==> config.mk <==
export PLATFORM = sky130hd
export DESIGN_NAME = rename_table
export DESIGN_NICKNAME = d
export VERILOG_FILES = /design/src/rtl/rename_table.sv
export SDC_FILE = /design/constraint.sdc
export NUM_CORES = 2
export LEC_CHECK = 0
export ABC_AREA = 1
export CAP_MARGIN = 30
export CORE_ASPECT_RATIO = 0.9
export CORE_MARGIN = 3
export CORE_UTILIZATION = 46
export CTS_BUF_LIST = sky130_fd_sc_hd__clkbuf_2
export DETAILED_ROUTE_END_ITERATION = 8
export MAX_ROUTING_LAYER = met4
export PLACE_DENSITY = 0.59
export SYNTH_ARGS = -nofsm -noshare
export SYNTH_HDL_FRONTEND = slang
export SYNTH_SLANG_ARGS = --single-unit
export TNS_END_PERCENT = 50
==> constraint.sdc <==
create_clock -name clk -period 7.3 [get_ports clk]
set_input_delay 1.46 -clock clk [delete_from_list [all_inputs] [get_ports clk]]
set_output_delay 1.46 -clock clk [all_outputs]
set_load 0.03 [all_outputs]
==> src/rtl/rename_table.sv <==
// rename_table: register rename map with a circular free list of rename tags.
//
// Two instructions per cycle (slot 0 older). Each source index is looked up in
// the map as it stands before this cycle's update. Each slot that writes a
// non-zero rd is offered a tag from the head of the free list. Retired tags
// come back at the tail through two release ports.
//
// Ports
//   clk, srst          clock, synchronous active-high reset
//   i_rs_1, i_rs_2     [slot] 5-bit architectural source indices
//   i_rd, i_writes     [slot] destination index and write enable
//   i_alloc            accept the slot pair this cycle
//   i_halt             freeze: no allocation, no mapping update
//   o_rs_1, o_rs_2     [slot] 6-bit current mapping (tag, or {1'b0,index})
//   o_rn               [slot] tag offered for rd, 0 when none
//   o_stall            not enough free tags for the pair
//   i_release_*        [port] commit-side tag return (valid, tag, rd)
//   i_flush            drop all speculative mappings, refill the free list
//   o_panic            sticky protocol-error flag
module rename_table #(
  parameter int TAGS = 32
) (
  input  logic            clk,
  input  logic            srst,
  input  logic [1:0][4:0] i_rs_1,
  input  logic [1:0][4:0] i_rs_2,
  input  logic [1:0][4:0] i_rd,
  input  logic [1:0]      i_writes,
  input  logic            i_alloc,
  input  logic            i_halt,
  output logic [1:0][5:0] o_rs_1,
  output logic [1:0][5:0] o_rs_2,
  output logic [1:0][5:0] o_rn,
  output logic            o_stall,
  input  logic [1:0]      i_release_valid,
  input  logic [1:0][5:0] i_release_tag,
  input  logic [1:0][4:0] i_release_rd,
  input  logic            i_flush,
  output logic            o_panic
);

  localparam int PW = $clog2(TAGS);
  localparam int CW = $clog2(TAGS) + 1;
  localparam logic [PW:0]   TAGS_P  = TAGS[PW:0];
  localparam logic [CW-1:0] TAGS_C  = TAGS[CW-1:0];
  localparam logic [6:0]    TAG_END = 7'(32 + TAGS);

  logic [5:0]    map_reg [32];
  logic [5:0]    map_next [32];
  logic [5:0]    fl_reg [TAGS];
  logic [5:0]    fl_next [TAGS];
  logic [PW-1:0] head_reg, head_next, head_1;
  logic [PW-1:0] tail_reg, tail_next, tail_w1;
  logic [CW-1:0] count_reg, count_next;
  logic          panic_reg;

  logic [1:0] need;
  logic [1:0] need_cnt, alloc_cnt, rel_cnt;
  logic       alloc_go;
  logic [1:0] rel_ok, rel_bad, in_range;
  logic       room0, room1;

  // Pointer add modulo TAGS (n is at most 2).
  function automatic logic [PW-1:0] wrap_add(input logic [PW-1:0] p, input logic [1:0] n);
    logic [PW:0] s;
    s = {1'b0, p} + (PW + 1)'(n);
    if (s >= TAGS_P) s = s - TAGS_P;
    return s[PW-1:0];
  endfunction

  assign need[0]  = i_writes[0] && (i_rd[0] != 5'd0);
  assign need[1]  = i_writes[1] && (i_rd[1] != 5'd0);
  assign need_cnt = {1'b0, need[0]} + {1'b0, need[1]};
  assign o_stall  = CW'(need_cnt) > count_reg;
  assign head_1   = wrap_add(head_reg, 2'd1);
  assign alloc_go = i_alloc && !i_halt && !o_stall && !i_flush;
  assign alloc_cnt = alloc_go ? need_cnt : 2'd0;

  always_comb begin
    for (int s = 0; s < 2; s++) begin
      o_rs_1[s] = (i_rs_1[s] == 5'd0) ? 6'h00 : map_reg[i_rs_1[s]];
      o_rs_2[s] = (i_rs_2[s] == 5'd0) ? 6'h00 : map_reg[i_rs_2[s]];
    end
  end

  // Slot 1 takes head+1 only when slot 0 also consumed a tag.
  always_comb begin
    o_rn[0] = 6'h00;
    o_rn[1] = 6'h00;
    if (!o_stall) begin
      if (need[0]) o_rn[0] = fl_reg[head_reg];
      if (need[1]) o_rn[1] = need[0] ? fl_reg[head_1] : fl_reg[head_reg];
    end
  end

  // Release 1 sees the room left after release 0 was accepted; a flush
  // swallows releases without flagging them.
  always_comb begin
    in_range[0] = i_release_tag[0][5] && ({1'b0, i_release_tag[0]} < TAG_END);
    in_range[1] = i_release_tag[1][5] && ({1'b0, i_release_tag[1]} < TAG_END);
    room0       = count_reg < TAGS_C;
    rel_ok[0]   = !i_flush && i_release_valid[0] && in_range[0] && room0;
    room1       = (count_reg + CW'(rel_ok[0])) < TAGS_C;
    rel_ok[1]   = !i_flush && i_release_valid[1] && in_range[1] && room1;
    rel_bad[0]  = !i_flush && i_release_valid[0] && !(in_range[0] && room0);
    rel_bad[1]  = !i_flush && i_release_valid[1] && !(in_range[1] && room1);
  end

  assign rel_cnt    = {1'b0, rel_ok[0]} + {1'b0, rel_ok[1]};
  assign tail_w1    = rel_ok[0] ? wrap_add(tail_reg, 2'd1) : tail_reg;
  assign tail_next  = wrap_add(tail_reg, rel_cnt);
  assign head_next  = wrap_add(head_reg, alloc_cnt);
  assign count_next = count_reg - CW'(alloc_cnt) + CW'(rel_cnt);

  // Per-entry map update: slot 1 beats slot 0 beats a release clear, so a
  // same-cycle allocation of the rd always suppresses the clear.
  for (genvar gi = 0; gi < 32; gi++) begin : g_map
    logic hit0, hit1, clr;
    assign hit0 = alloc_go && need[0] && (i_rd[0] == 5'(gi));
    assign hit1 = alloc_go && need[1] && (i_rd[1] == 5'(gi));
    assign clr  = (rel_ok[0] && (i_release_rd[0] == 5'(gi)) && (map_reg[gi] == i_release_tag[0])) ||
                  (rel_ok[1] && (i_release_rd[1] == 5'(gi)) && (map_reg[gi] == i_release_tag[1]));
    assign map_next[gi] = hit1 ? o_rn[1] : hit0 ? o_rn[0] : clr ? 6'(gi) : map_reg[gi];
  end

  for (genvar gi = 0; gi < TAGS; gi++) begin : g_fl
    assign fl_next[gi] = (rel_ok[0] && (tail_reg == PW'(gi))) ? i_release_tag[0] :
                         (rel_ok[1] && (tail_w1 == PW'(gi)))  ? i_release_tag[1] :
                         fl_reg[gi];
  end

  always_ff @(posedge clk) begin
    if (srst || i_flush) begin
      for (int i = 0; i < 32; i++) map_reg[i] <= 6'(i);
      for (int i = 0; i < TAGS; i++) fl_reg[i] <= 6'(32 + i);
      head_reg  <= '0;
      tail_reg  <= '0;
      count_reg <= TAGS_C;
    end else begin
      for (int i = 0; i < 32; i++) map_reg[i] <= map_next[i];
      for (int i = 0; i < TAGS; i++) fl_reg[i] <= fl_next[i];
      head_reg  <= head_next;
      tail_reg  <= tail_next;
      count_reg <= count_next;
    end
  end

  always_ff @(posedge clk) begin
    if (srst) panic_reg <= 1'b0;
    else      panic_reg <= panic_reg | rel_bad[0] | rel_bad[1];
  end

  assign o_panic = panic_reg;

endmodule
---- Word-level counts from Yosys, hierarchy flattened ----
Memory sizes are Yosys's and may differ from the RTL's. A register that Yosys moved wholly into a read port is not among the register bits.
Cells that the tools add are included.
storage, ports and cells
  word-level logic and storage cells ...... 971
  memories kept ........................... 2
  input bits .............................. 61
  register bits ........................... 17
  bits in writable memories ............... 384
  output and inout port bits .............. 38
operators by class
  equality and inequality tests ........... 282
  muxes and demuxes ....................... 242
  bitwise logic cells ..................... 66
  $add $sub $neg .......................... 13
  reduce and logical (&&, ||, !) cells .... 355
  $lt $le $gt $ge ......................... 7
memories
  name     depth  bits a word  rd ports  clocked after Yosys merged registers in  wr ports  line  text
  fl_reg   32     6            2         1                                        32        50    logic [5:0] fl_reg [TAGS];
  map_reg  32     6            36        0                                        32        48    logic [5:0] map_reg [32];
operators by type and width
  cell                 number
  $mux 6               231
  $eq 5x5->1 const B   96
  $eq 6x6->1           64
  $logic_and 1x1->1    273
  $eq 5x4->1 const B   48
  $eq 5x3->1 const B   24
  $or 1x1->1           66
  $ne 2x2->1 const B   32
  $reduce_and 2->1     32
  $eq 5x2->1 const B   12
  $logic_not 5->1      10
  $logic_or 1x1->1     33
  $eq 5x1->1 const B   6
  $mux 5               6
  $ge 6x6->1 const B   4
  $sub 5x1->5 const B  4
  $add 5x1->6 const B  2
  $add 5x2->6          2
  $lt 6x6->1 const B   2
  $mux 12              1
  $reduce_bool 5->1    2
  $add 6x1->6          1
  $add 6x2->6          1
  $gt 2x6->1           1
  5 further kinds      12

---- Logic depth before layout (Yosys ltp) ----
  word-level depth ........................ 14
  gate-level depth with buffers ........... 27
  mapped depth without buffers ............ 26

---- Worst setup path before layout ----
OpenSTA, ideal clock, no wires.
  path kind ............................... input port to output port
  start ................................... input i_rd[3] in the netlist's numbering
  end ..................................... output o_rn[0] in the netlist's numbering
  path buffers ............................ 1
  arrival ................................. 3799 ps
  stages on the path ...................... 14
  slack ................................... 2041 ps
  required time ........................... 5840 ps
  path through ............................ nor2_1 > nand2_1 > o21ai_4 > inv_2 > nor2_1 > nor2_1 > ha_1 > nand2_1 > nand3_2 > inv_1 > nor2_1 > nand3_1 > buf_2 > inv_1
RTL lines
  element          line  text
  start, declared  27    input logic [1:0][4:0] i_rd,
  end, declared    33    output logic [1:0][5:0] o_rn,

==> insert_results.sql <==
INSERT INTO impl_metrics (metric_group, metric, value, unit) VALUES
('place', 'dp_worst_setup_slack', '993', 'ps'),
('clock_network', 'cts_root_buf', 'clkbuf_2', ''),
('setup_path', 'crit_fanout', '36', ''),
('global_route', 'first_pass_grt_wire_length', '288', 'mm'),
('setup_path', 'worst-endpoint-required', '5840', 'ps'),
('setup_path', 'critPathKind', 'flip-flop to output pin', ''),
('yosys', 'async_flop_share', '0', '%'),
('place', 'post-dp-hpwl', '137', 'mm'),
('floorplanning', 'floorplan.die_area', '86100', 'um2'),
('timing', 'final_min_period_over_clock_period', '95.3', '%'),
('yosys', 'netlist_instances', '6462', ''),
('power', 'power.clock.fraction', '32.8', '%'),
('clock_network', 'max-clock-path-buffers', '3', ''),
('drt', 'ant_nets', '0', ''),
('clock_network', 'clkTransAtPathRegs', '120', 'ps'),
('global_route', 'antenna_found_initial', '13', ''),
('yosys', 'dominantRegCellSynth', 'dfxtp_1', ''),
('global_route', 'globalRouteOverflowTotal', '0', ''),
('power', 'switching_share', '39.8', '%'),
('final_layout', 'flow.area_growth_from_synthesis', '5.74', '%'),
('run', 'max_cap_viol_count', '0', ''),
('power', 'worst_ir_drop_vdd', '106', 'uV'),
('clock_network', 'clock_tree.htree_level_count', '3', ''),
('worst_hold_path', 'hp-class', 'flip-flop to flip-flop', ''),
('drt', 'detailroute.via_count', '46900', ''),
('power', 'seq_pwr_share', '42.6', '%'),
('timing', 'final.setup.tns', '0', 'ps'),
('drt', 'routed_wire_length_per_instance', '27.6', 'um'),
('timing', 'layout_min_cycle_time', '6960', 'ps'),
('clock_network', 'clock_tree_from_tritoncts', 'built', ''),
('timing', 'report.final.hold_viol_count', '0', ''),
('clock_network', 'cells_resized_by_post_cts_repair', '0', ''),
('setup_path', 'worst_path_largest_cell_delay', '680', 'ps'),
('timing', 'final-max-slew-violation-count', '0', ''),
('power', 'power.internal', '3450', 'uW'),
('setup_path', 'cell_by_cell_trace_of_the_critical_path', 'clkinv_2, buf_4, nand2_1, nand3_1, nand2_1, nand2_1, nand2_1, nor2_1, nand2_1, nand3_1, nand2_4, nand2_4, inv_1, clkdlybuf4s50_1', ''),
('final_layout', 'post_route_cells_drive_above_1_share', '6.54', '%'),
('drt', 'detail_route.drc_violations', '0', ''),
('power', 'pwr-share-comb', '24.6', '%'),
('setup_path', 'end_kind', 'output pin', ''),
('setup_path', 'crit_arrival', '5500', 'ps'),
('timing', 'timing.final.setup_violations', '0', ''),
('setup_path', 'cpMostUsedCell', 'nand2_1', ''),
('yosys', 'number_of_enable_type_register_cells_in_the_synthesized_netlist', '192', ''),
('power', 'net-switching-power', '2280', 'uW'),
('floorplanning', 'die_width', '309', 'um'),
('clock_network', 'worstSkewPairLatency', '1360', 'ps'),
('yosys', 'ys.warnings.count', '0', ''),
('timing', 'max_slew.worst_pin.slew', '1140', 'ps'),
('yosys', 'syn_area_per_cell', '5.88', 'um2'),
('setup_path', 'critPathLaunchType', 'flip-flop', ''),
('setup_path', 'worst_path_max_delay_cell', 'dfxtp_4', ''),
('timing', 'setup_ws', '345', 'ps'),
('drt', 'first_pass_iters', '7', ''),
('power', 'power.density_cell_area', '143', 'nW/um2'),
('floorplanning', 'top_level_ports', '99', ''),
('timing', 'max-slew-margin-rel', '23.5', '%'),
('yosys', 'synth_seq_cells', '401', ''),
('place', 'finalWeightedCongestion', '1.13', ''),
('clock_network', 'cts-buffers-inserted', '116', ''),
('floorplanning', 'die_ht', '279', 'um'),
('power', 'total_leakage_power', '0.0172', 'uW'),
('timing', 'grt_setup_unrepaired', 'no', ''),
('yosys', 'synth_seq_area_share', '26.2', '%'),
('floorplanning', 'fp.coreArea', '81500', 'um2'),
('final_layout', 'final_net_count', '6351', ''),
('floorplanning', 'start_util', '46.7', '%'),
('global_route', 'total_routing_usage_gr', '47.2', '%'),
('drt', 'first_iter_violations', '8121', ''),
('timing', 'max_clock_freq', '144', 'MHz'),
('clock_network', 'cts_num_sinks', '401', ''),
('timing', 'worst_clock_skew', '99.8', 'ps'),
('floorplanning', 'std_cell_rows', '99', ''),
('run_status', 'result_of_the_run', 'complete, no violations', ''),
('global_route', 'grt_max_degree', '160', ''),
('drt', 'route.detailed.vias_per_inst', '6.30', ''),
('place', 'port_buffers', '98', ''),
('global_route', 'first_global_vias', '40200', ''),
('yosys', 'ys_types', '47', ''),
('yosys', 'cell_area_after_synthesis', '38000', 'um2'),
('drt', 'totalWireLength', '206', 'mm');
## placed cells by master (no fill, tap or decap), types with 5 or more instances in the layout
cell type and n:
buf_12 29, clkbuf_2 174, xnor2_1 9, o21ai_0 686, nand3_2 11, buf_4 111
inv_2 11, a21oi_1 823, conb_1 18, diode_2 22, o211ai_1 87, o21ai_1 13
dfxtp_1 207, nand4_1 64, clkdlybuf4s50_1 57, clkinv_2 5, nor3_1 107, o22ai_1 18
nor2_1 703, nor2_2 17, edfxtp_1 192, buf_2 9, xor2_1 151, inv_4 6
nand3_1 623, nand2_1 1508, ha_1 23, clkinv_1 39, a31oi_1 39, inv_1 564
nand2_4 11
## synthesized netlist by cell type, drive strengths merged, types with 2 or more instances
master	count	share of area [%]
nand2	1521	15
a21oi	824	11
nor2	724	7.3
o21ai	701	9.3
nand3	635	8.5
inv	583	5.8
clkbuf	301	3.0
buf	244	3.7
dfxtp	209	11
edfxtp	192	15
xor2	153	3.6
nor3	107	1.4
o211ai	87	1.7
nand4	64	1.1
a31oi	39	0.64
ha	23	0.76
o22ai	18	0.30
clkinv	11	0.11
xnor2	10	0.25
fa	4	0.21
or2	4	0.066
nand3b	2	0.039
nor4	2	0.033
## power by group through the flow
| stage | clock network [uW] | registers, uW | logic, uW |
|---|---|---|---|
| CTS | 1890 | 2440 | 1320 |
| global route | 1990 | 2440 | 1440 |
| global placement | 0 | 2490 | 1310 |
| finish | 1880 | 2440 | 1410 |
| floorplan | 0 | 2480 | 744 |
| detailed placement | 0 | 2490 | 1320 |
## worst max-delay path, delay by kind of cell (launching register included)
kind / cells / cell delay [ps]
flops: 1 / 680
buf+inv: 4 / 1520
simple gates: 10 / 1950
## cells by family (layout without fill, tap and decap cells)
group | count (synthesis) | in the layout | synth area share, %
flops | 401 | 401 | 26.2
other cells | 1 | 40 | 0.00986
simple gates | 3061 | 3061 | 33.7
compound gates | 1670 | 1670 | 22.8
xor+xnor | 163 | 163 | 3.84
fa+ha+maj | 27 | 27 | 0.967
buf+inv | 1139 | 1018 | 12.5
## layout make-up
class | count | area (um2)
multi-input combinational | 4939 | 23400
clock buffer | 174 | 871
clock inverter | 39 | 221
tap | 1060 | 1330
inverter | 594 | 2250
fill | 8841 | 41300
sequential | 401 | 9950
antenna | 22 | 55.1
timing repair buffer | 211 | 2110
## layer usage
metal / vias to the layer above / wire length (um) / track usage (%)
met5: - / 0 / -
met4: 0 / 12300 / 22.4
met3: 801 / 37700 / 20.9
met2: 3814 / 75400 / 59.0
met1: 21300 / 80200 / 63.3
li1: 21000 / - / -
## final timing paths
check | slack (ps) | end | depth (start not counted) | start
worst max-delay path | 340 | o_rn[8] | 14 | head_reg[0]
worst min-delay path | 510 | head_reg[3] | 1 | head_reg[3]
worst max register to register | 3090 | map_reg[23][1] | 15 | head_reg[0]
worst min register to register | 510 | head_reg[3] | 1 | head_reg[3]
## timing repair
action                                  4_1_cts  5_1_grt
hold buffers                                  0        0
hold endpoints to repair                      0        0
buffers inserted                              0        1
endpoints found under the setup margin        0        1
## per-stage QoR
stage / std cells / utilization (%) / total power [uW] / hold WS, ps / instance area, um2
6_report: 7440 / 49.3 / 5730 / 511 / 40200
5_1_grt: 7434 / 49.3 / 5880 / 525 / 40200
3_5_place_dp: 7202 / 47.9 / 3810 / 477 / 39000
3_3_place_gp: 7198 / 47.8 / 3800 / 472 / 39000
2_1_floorplan: 6479 / - / 3220 / 455 / 38100
4_1_cts: 7415 / 49.2 / 5640 / 501 / 40100
(Power assumes the default switching activity.)
